**src/rtl/mux4_rr_arbiter.sv**
```systemverilog
// mux4_rr_arbiter
//   Round-robin arbiter that shares one 4:1 data mux among four requesters
//   and streams the granted lane to a single valid/ready consumer. Each grant
//   is limited to MAX_BURST transferred beats. After every release there is
//   one IDLE cycle before the next grant is issued.
//
//   Build option: define ARB_FIXED_PRIO_EN for fixed priority (req[0]
//   highest). The rotating pointer is then removed.
//
//   Ports
//     clk        system clock, rising edge
//     rst_n      asynchronous active-low reset
//     req        per-requester beat-available flags
//     in_data    four lanes, lane i at [i*DATA_W +: DATA_W]
//     out_ready  consumer accepts a beat this cycle
//     gnt        registered one-hot grant, zero when idle
//     sel        registered binary index of the granted lane
//     out_valid  beat present on out_data
//     out_data   lane selected by sel (combinational)
//     busy       high while a grant is active
//
//   state | meaning
//   ------+-------------------------------------------------------------
//   IDLE  | no grant; arbitrate among req and grant on the next edge
//   GRANT | lane sel owns the mux until burst exhausted or req withdrawn
module mux4_rr_arbiter #(
  parameter int DATA_W    = 8,
  parameter int MAX_BURST = 4
) (
  input  logic              clk,
  input  logic              rst_n,
  input  logic [3:0]        req,
  input  logic [4*DATA_W-1:0] in_data,
  input  logic              out_ready,
  output logic [3:0]        gnt,
  output logic [1:0]        sel,
  output logic              out_valid,
  output logic [DATA_W-1:0] out_data,
  output logic              busy
);

  typedef enum logic {IDLE, GRANT} state_t;

  localparam logic [7:0] LAST_BEAT = 8'(MAX_BURST - 1);

  state_t     state, state_nx;
  logic [3:0] gnt_nx;
  logic [1:0] sel_nx;
  logic [7:0] cnt, cnt_nx;
  logic [1:0] base;
  logic       pick_vld;
  logic [1:0] pick_idx;

`ifdef ARB_FIXED_PRIO_EN
  assign base = 2'd0;
`else
  logic [1:0] ptr, ptr_nx;
  assign base = ptr;
`endif

  assign busy      = (state == GRANT);
  assign out_valid = (state == GRANT) && req[sel];
  assign out_data  = in_data[sel*DATA_W +: DATA_W];

  // Scan from base upward (mod 4). Iterating from the far end down lets the
  // closest set request overwrite the others, so the nearest one wins.
  always_comb begin
    pick_vld = 1'b0;
    pick_idx = 2'd0;
    for (int k = 3; k >= 0; k--) begin
      if (req[2'(base + 2'(k))]) begin
        pick_vld = 1'b1;
        pick_idx = 2'(base + 2'(k));
      end
    end
  end

  always_comb begin
    state_nx = state;
    gnt_nx   = gnt;
    sel_nx   = sel;
    cnt_nx   = cnt;
`ifndef ARB_FIXED_PRIO_EN
    ptr_nx   = ptr;
`endif
    unique case (state)
      IDLE: begin
        if (pick_vld) begin
          state_nx = GRANT;
          gnt_nx   = 4'b0001 << pick_idx;
          sel_nx   = pick_idx;
          cnt_nx   = 8'd0;
        end
      end
      GRANT: begin
        // A withdrawn request releases without a beat. Otherwise a transfer
        // on the last allowed beat releases. sel is kept so out_data keeps
        // showing the last lane while idle.
        if (!req[sel] || (out_ready && cnt == LAST_BEAT)) begin
          state_nx = IDLE;
          gnt_nx   = 4'b0000;
`ifndef ARB_FIXED_PRIO_EN
          ptr_nx   = sel + 2'd1;
`endif
        end else if (out_ready) begin
          cnt_nx = cnt + 8'd1;
        end
      end
      default: state_nx = IDLE;
    endcase
  end

  always_ff @(posedge clk or negedge rst_n) begin
    if (!rst_n) begin
      state <= IDLE;
      gnt   <= 4'b0000;
      sel   <= 2'd0;
      cnt   <= 8'd0;
`ifndef ARB_FIXED_PRIO_EN
      ptr   <= 2'd0;
`endif
    end else begin
      state <= state_nx;
      gnt   <= gnt_nx;
      sel   <= sel_nx;
      cnt   <= cnt_nx;
`ifndef ARB_FIXED_PRIO_EN
      ptr   <= ptr_nx;
`endif
    end
  end

endmodule

```
**config.mk**
```make
export PLATFORM = sky130hd
export DESIGN_NAME = mux4_rr_arbiter
export DESIGN_NICKNAME = d
export VERILOG_FILES = /design/src/rtl/mux4_rr_arbiter.sv
export SDC_FILE = /design/constraint.sdc
export NUM_CORES = 1
export LEC_CHECK = 0
export ABC_AREA = 1
export CORE_MARGIN = 2
export CORE_UTILIZATION = 39
export CTS_BUF_LIST = sky130_fd_sc_hd__clkbuf_16
export DETAILED_ROUTE_END_ITERATION = 8
export GPL_ROUTABILITY_DRIVEN = 1
export GPL_TIMING_DRIVEN = 0
export PLACE_DENSITY = 0.78
export SYNTH_ARGS = -nofsm -noshare
export SYNTH_HDL_FRONTEND = slang
export SYNTH_SLANG_ARGS = --single-unit
export TNS_END_PERCENT = 30
```
**constraint.sdc**
```tcl
create_clock -name clk -period 1.47 [get_ports clk]
set_input_delay 0.294 -clock clk [delete_from_list [all_inputs] [get_ports clk]]
set_output_delay 0.294 -clock clk [all_outputs]
set_load 0.01 [all_outputs]
```
==> summary.md, run 1 <==
| Metric | Value |
|---|---|
| Cell count after synthesis | 215 |
| Max Buffers Root-to-Sink | 2 |
| DP Wirelength | 3.08 mm |
| Post-route cell area | 2650 µm² |
| Fin nets | 331 |
| Clock Latency Late Sink | 240 ps |
| Top cell type's share of synthesized area | 30.3% |
| Crit path time final | 1680 ps |
| Status | finished, violations left |
| Final worst slack | -212 ps |
| Register area | 432 µm² |
| Worst path max stage delay | 410 ps |
| Failing checks | setup timing |
| Cell area after synthesis | 1410 µm² |
| CP Launch Type | flop |
| Placement Rows | 21 |
| Synth cell types | 29 |
| Flop2flop setup slack | -200 ps |
| Buffers added on ports | 54 |
| Worst Max-Slew Pin Slew | 755 ps |
| Syn. warnings | 0 |
| Share of layout cells above drive strength 1 | 42.1% |
| DRC violation count after routing | 0 |
| Largest delay share family, worst path | buffers and inverters |
| Die Ht | 64.0 µm |
| Clock H-tree levels | 1 |
| Clock skew | 1.27 ps |
| Hold Fails Final Rpt | 0 |
| Number of global-route vias before repair | 1655 |
| Grt ovf | 0 |
| CP arrival | 1390 ps |
| DIE WIDTH | 64.0 µm |
| Tcrit/Tclk final | 114% |
| Routed WL per cell | 16.5 µm |
| Req. time, crit path | 1180 ps |
| CTS clk-pin slew, worst paths | 50 ps |
| Diode count | 0 |
| Hold/Removal Path Class | input port to async pin |
| Tot Pwr | 5.58 mW |
| Ports | 55 |
| GRT Util Overall | 23.4% |
| Fillers | 209 |
| CTS root buffer | clkbuf_16 |
| PD cells | 2100 nW/µm² |
| Setup violators final | 26 |
| Fmax achieved | 0.594 GHz |
| Initial antenna violation count | 0 |
| Placed cell area | 2060 µm² |
| Overall routed net length | 5.53 mm |
| Top cells by area, synth | dfrtp_1 30%, nand2_1 14%, nand3_1 12%, o21ai_0 7.8%, nor2_1 6.9% |
| WP buf/inv | 4 |
| Rel. slew slack | 49.5% |
| Starting density of the core | 41.5% |
| Clock sinks | 17 |
| Pin count of the biggest net entering global routing | 18 |
| P_leak | 1.26 nW |
| Worst vdd ir | 1.13 mV |
| Via count | 1821 |
| Crit end category | output pin |
| CP Class | flop to output pin |
| Core Area | 3390 µm² |
| Setup repair after global routing missed its margin | true |
| RePlAce Congestion | 0.884 |
| Multi-input gate area | 1210 µm² |
| CTS tree | yes |
| CP Max Fanout | 8 |
| Post-synthesis sequential area ratio | 30.3% |
| Syn Nets | 255 |
| Flops & latches, synth | 17 |
| Vias/cell | 5.42 |
| Max_cap viols | 0 |
| Pre-antenna DRT Iters | 4 |
| First-pass GRT wire length | 7.71 mm |
| Routed Antenna Nets | 0 |
| CP Cell Sequence | buf_8 > clkinv_8 > buf_4 > o21ai_2 > o22ai_2 > buf_2 |
| Largest area contributor in the netlist | dfrtp_1 |
| P&R area growth vs syn | 88.9% |
| Avg Cell Area, Syn | 6.54 µm² |
| Fin. max-slew vios | 0 |
| Initial detailed-routing violation count | 126 |
| Worst path slowest cell | dfrtp_2 |
| CTS Buf Count | 3 |
| Die area | 4100 µm² |
==> synth_stat cells <==
cell and instances:
nand2_2 11, nor2_2 1, buf_2 2, nor3_1 2, o21ai_2 1, a21oi_4 1
buf_6 2, ha_1 1, clkbuf_1 3, clkinv_2 1, dfrtp_1 17, nor3b_1 1
nor2_1 26, inv_4 1, o21ai_1 2, nor2_4 1, o21ai_0 22, o22ai_1 8
o211ai_1 1, xnor2_1 2, and2_4 1, inv_2 2, nand4_1 2, nand2_4 1
inv_1 13, xor2_1 4, nand2_1 51, a21oi_1 2, nand3_1 33
==> cell type report <==
class | count | share of cell area, %
plain buffers | 7 | 4.24
clock buffers | 3 | 2.83
multi-input cells | 174 | 45.5
well taps | 46 | 2.17
clock inverters | 1 | 0.141
inverters | 17 | 3.44
repair buffers | 71 | 25.4
flip-flops and latches | 17 | 16.3
==> per-layer routing <==
metal | share of wire [%] | global-route usage (%)
met5 | 0 | 0
met4 | 1.5 | 5.43
met3 | 4.5 | 3.70
met2 | 52 | 37.9
met1 | 41 | 32.6
==> where the power goes <==
| part | total [mW] | internal [mW] | switching, mW |
|---|---|---|---|
| logic | 4.18 | 1.85 | 2.33 |
| registers | 0.872 | 0.630 | 0.242 |
| clock network | 0.528 | 0.361 | 0.168 |
| total | 5.58 | 2.84 | 2.74 |
==> worst paths after layout <==
| path | startpoint | endpoint | depth (start not counted) |
|---|---|---|---|
| setup reg to reg | base[0]$_DFFE_PN0P_ | sel[0]$_DFFE_PN0P_ | 11 |
| max in group asynchronous | rst_n | busy$_DFF_PN0_ | 1 |
| hold / removal | rst_n | cnt[3]$_DFFE_PN0P_ | 1 |
| hold reg to reg | gnt[2]$_DFFE_PN0P_ | gnt[2]$_DFFE_PN0P_ | 2 |
| setup / recovery | sel[0]$_DFFE_PN0P_ | out_data[3] | 6 |
| min in group clk | gnt[2]$_DFFE_PN0P_ | gnt[2]$_DFFE_PN0P_ | 2 |
==> sequential cells by signal, summed over array words and instances (netlist names) <==
signal and flops:
base 2, sel 2, busy 1, cnt 8
gnt 4
==> placed cells by master, fill, tap and decap left out, drive strengths merged <==
master,count
a21oi,3
and2,1
buf,27
bufbuf,1
clkbuf,8
clkdlybuf4s50,36
clkinv,3
clkinvlp,1
dfrtp,17
dlygate4sd2,6
dlymetal6s2s,3
ha,1
inv,14
nand2,63
nand3,33
nand4,2
nor2,28
nor3,2
nor3b,1
o211ai,1
o21ai,25
o22ai,8
xnor2,2
xor2,4
==> through the flow <==
stage | TNS [ps] | worst slack, ps | hold WS [ps] | std cells | util, %
detailed placement | -12860 | -690 | 505 | 315 | 60.7
finish | -3820 | -212 | 495 | 336 | 78.3
floorplan | -6.76 | -6.76 | -1.59 | 215 | -
global placement | -12590 | -674 | 511 | 315 | 60.7
global route | -5170 | -258 | 541 | 336 | 78.3
CTS | -2410 | -166 | 500 | 325 | 68.2
==> logic make-up after synthesis <==
family / Yosys count / synth area share (%)
compound gates: 37 / 15.1
xor+xnor: 6 / 3.74
fa+ha+maj: 1 / 0.890
flops: 17 / 30.3
simple gates: 130 / 42.0
buf+inv: 24 / 7.93
==> repair_timing <==
| action | in CTS | in global routing |
|---|---|---|
| resized for setup | 95 | 63 |
| hold buffers | 0 | 0 |
| setup buffers | 4 | 8 |
| gates cloned | 2 | 3 |
| endpoints found under the setup margin | 28 | 27 |
| pin swaps | 11 | 22 |
No activity file was read; power rests on OpenSTA's default activity.
==> run 2, diff against run 1 <==
--- a/config.mk
+++ b/config.mk
@@ -7,12 +7,12 @@
 export LEC_CHECK = 0
 export ABC_AREA = 1
 export CORE_MARGIN = 2
-export CORE_UTILIZATION = 39
+export CORE_UTILIZATION = 47
 export CTS_BUF_LIST = sky130_fd_sc_hd__clkbuf_16
 export DETAILED_ROUTE_END_ITERATION = 8
 export GPL_ROUTABILITY_DRIVEN = 1
 export GPL_TIMING_DRIVEN = 0
-export PLACE_DENSITY = 0.78
+export PLACE_DENSITY = 0.87
 export SYNTH_ARGS = -nofsm -noshare
 export SYNTH_HDL_FRONTEND = slang
 export SYNTH_SLANG_ARGS = --single-unit
==> constraint.sdc (replaced) <==
create_clock -name clk -period 2 [get_ports clk]
set_input_delay 0.4 -clock clk [delete_from_list [all_inputs] [get_ports clk]]
set_output_delay 0.4 -clock clk [all_outputs]
set_load 0.01 [all_outputs]
==> summary.md, run 2 (synthesis results as in run 1) <==
| Metric | Value |
|---|---|
| CTS tree | yes |
| Routed Antenna Nets | 0 (unchanged) |
| Biggest regs | cnt x8, gnt x4 |
| Met2 wire length | 2.05 mm (-29%) |
| Diode count | 0 (unchanged) |
| Post-CTS Hold Fix Bufs | 0 (unchanged) |
| Buffers added on ports | 54 (unchanged) |
| CP Cell Sequence | buf_4 > inv_4 > clkbuf_8 > nor2_1 > o22ai_1 > clkdlybuf4s15_1 |
| Max Buffers Root-to-Sink | 2 (unchanged) |
| Min-Delay Startpoint | gnt[0]$_DFFE_PN0P_ |
| Number of global-route vias before repair | 1554 (-6.1%) |
| Setup TNS | 0 ps (+3820 ps) |
| Worst R2R Path Depth | 9 (-2) |
| Worst vdd ir | 0.845 mV (-25%) |
| Clock Latency Late Sink | 240 ps (about the same) |
| Starting density of the core | 50.1% (+8.6 points) |
| Crit end category | output pin |
| Hold Fails Final Rpt | 0 (unchanged) |
| CP Launch Type | flop |
| GRT Util Overall | 26.0% (+2.6 points) |
| CTS Buf Count | 3 (unchanged) |
| P&R area growth vs syn | 46.7% |
| Setup violators final | 0 (-100%) |
| DRC violation count after routing | 1 (+1) |
| Flop2flop setup slack | 280 ps (+480 ps) |
| Cell count after placement | 300 (-4.8%) |
| Die Ht | 58.7 µm (-8.4%) |
| CTS root buffer | clkbuf_16 |
| Clock H-tree levels | 1 (unchanged) |
| Hold depth | 2 |
| Clock skew | 2.33 ps (+1.06 ps) |
| Fin. max-slew vios | 0 (unchanged) |
| P_leak | 0.996 nW (-21%) |
| Hold/Removal Path Class | flop to flop |
| Share of layout cells above drive strength 1 | 16.1% (-26 points) |
| Placement Rows | 19 (-9.5%) |
| Core Area | 2810 µm² (-17%) |
| Fin cells | 305 (-9.2%) |
| Via count | 1628 (-11%) |
| Max_cap viols | 0 (unchanged) |
| Rel. slew slack | 51.3% (+1.8 points) |
| Tcrit/Tclk final | 96.0% |
| Fillers | 240 (+15%) |
| WHS Endpoint | gnt[0]$_DFFE_PN0P_ |
| Top Metal Used | met4 |
| PD cells | 1440 nW/µm² (-32%) |
| DIE WIDTH | 58.7 µm (-8.4%) |
| Vias/cell | 5.34 (-1.5%) |
| CP Class | flop to output pin |
| Req. time, crit path | 1600 ps (+420 ps) |
| Pre-antenna DRT Iters | 6 (+2) |
| RR Startpoint | cnt[0]$_DFFE_PN0P_ |
| Grt ovf | 0 (unchanged) |
| Clock sinks | 17 (unchanged) |
| R2r endpoint | cnt[7]$_DFFE_PN0P_ |
| Worst Max-Slew Pin Slew | 728 ps (-27.5 ps) |
| CP arrival | 1520 ps (+130 ps) |
| WHS | 517 ps (+22.1 ps) |
| Number of flip-flops in the largest register | 8 (unchanged) |
| CP Max Fanout | 10 (+2) |
| CTS clk-pin slew, worst paths | 50 ps (about the same) |
| Pin count of the biggest net entering global routing | 18 (unchanged) |
| Ports | 55 (unchanged) |
| Routed met3 length | 258 µm (+2.8%) |
| First-pass GRT wire length | 6.94 mm (-9.9%) |
| Initial antenna violation count | 0 (unchanged) |
| Fin nets | 315 (-4.8%) |
| Crit path time final | 1920 ps |
| Fmax achieved | 0.521 GHz |
| Initial detailed-routing violation count | 95 (-25%) |
| Most common cell after layout, fill and taps aside | nand2_1 |
| Most frequent cells in the layout | 50 x nand2_1, 45 x clkdlybuf4s50_1, 33 x nand3_1 |
| Met1 WL | 1.73 mm (-25%) |
| Overall routed net length | 4.09 mm (-26%) |
| Failing checks | DRC |
| Worst path max stage delay | 370 ps (-40 ps) |
| RePlAce Congestion | 0.933 (+5.6%) |
| Worst path slowest cell | dfrtp_1 |
| Die area | 3440 µm² (-16%) |
| Status | finished, violations left |
| Biggest register | cnt |
| Routed WL per cell | 13.4 µm (-19%) |
| DP Wirelength | 3.08 mm (+0.18%) |
-- run 2: through the flow --
stage          setup slack, ps  power [mW]  utilization, %  cell area (µm²)
4_1_cts                   13.7        2.98            74.4             2090
2_1_floorplan              278        1.88               -             1410
3_5_place_dp              -462        2.59            70.7             1980
6_report                  80.8        2.96            73.5             2060
5_1_grt                  -5.00        3.21            73.5             2060
3_3_place_gp              -451        2.55            70.7             1980
-- run 2: critical path: cells and delay by family, from the launching register on --
kind | cells | cell delay (ps)
and+or+nand+nor | 1 | 40
DFF | 1 | 370
AOI/OAI and AO/OA | 1 | 160
buffers and inverters | 4 | 700
-- run 2: cell type report --
| cell class | count | area, µm² | share of cell area (%) |
|---|---|---|---|
| Multi-Input combinational cell | 174 | 878 | 42.6 |
| Inverter | 17 | 70.1 | 3.40 |
| Timing Repair Buffer | 55 | 508 | 24.7 |
| Tap cell | 31 | 38.8 | 1.88 |
| Clock inverter | 1 | 3.75 | 0.182 |
| Clock buffer | 3 | 75.1 | 3.64 |
| Buffer | 7 | 61.3 | 2.98 |
| Sequential cell | 17 | 425 | 20.6 |
-- run 2: power by group --
part | switching [mW] | internal, mW
Clock | 0.121 | 0.265
Combinational | 1.21 | 0.784
Sequential | 0.121 | 0.453
Total | 1.46 | 1.50
-- run 2: worst max path at each step --
stage,start,end
after floorplan,sel[0]$_DFFE_PN0P_,out_data[7]
after global placement,sel[0]$_DFFE_PN0P_,out_data[6]
after detailed placement,sel[0]$_DFFE_PN0P_,out_data[6]
after CTS,sel[0]$_DFFE_PN0P_,out_data[6]
after global routing,req[1],cnt[7]$_DFFE_PN0P_
final,sel[0]$_DFFE_PN0P_,out_data[5]
-- run 2: timing repair --
action	4_1_cts	5_1_grt
resized for setup	25	16
setup buffers	1	0
endpoints found under the hold margin	0	0
setup endpoints to repair	9	17
-- run 2: layer usage --
layer	up-vias	track usage (%)
li1	833	-
met1	727	35.7
met2	60	43.0
met3	8	4.40
met4	0	5.84
met5	-	0
==> run 3, diff against run 2 <==
--- a/config.mk
+++ b/config.mk
@@ -9,6 +9,7 @@
 export CORE_MARGIN = 2
 export CORE_UTILIZATION = 47
 export CTS_BUF_LIST = sky130_fd_sc_hd__clkbuf_16
+export CTS_CLUSTER_SIZE = 25
 export DETAILED_ROUTE_END_ITERATION = 8
 export GPL_ROUTABILITY_DRIVEN = 1
 export GPL_TIMING_DRIVEN = 0
==> results of run 3 <==
The final DEF is identical to that of run 2; final timing and power are the same.
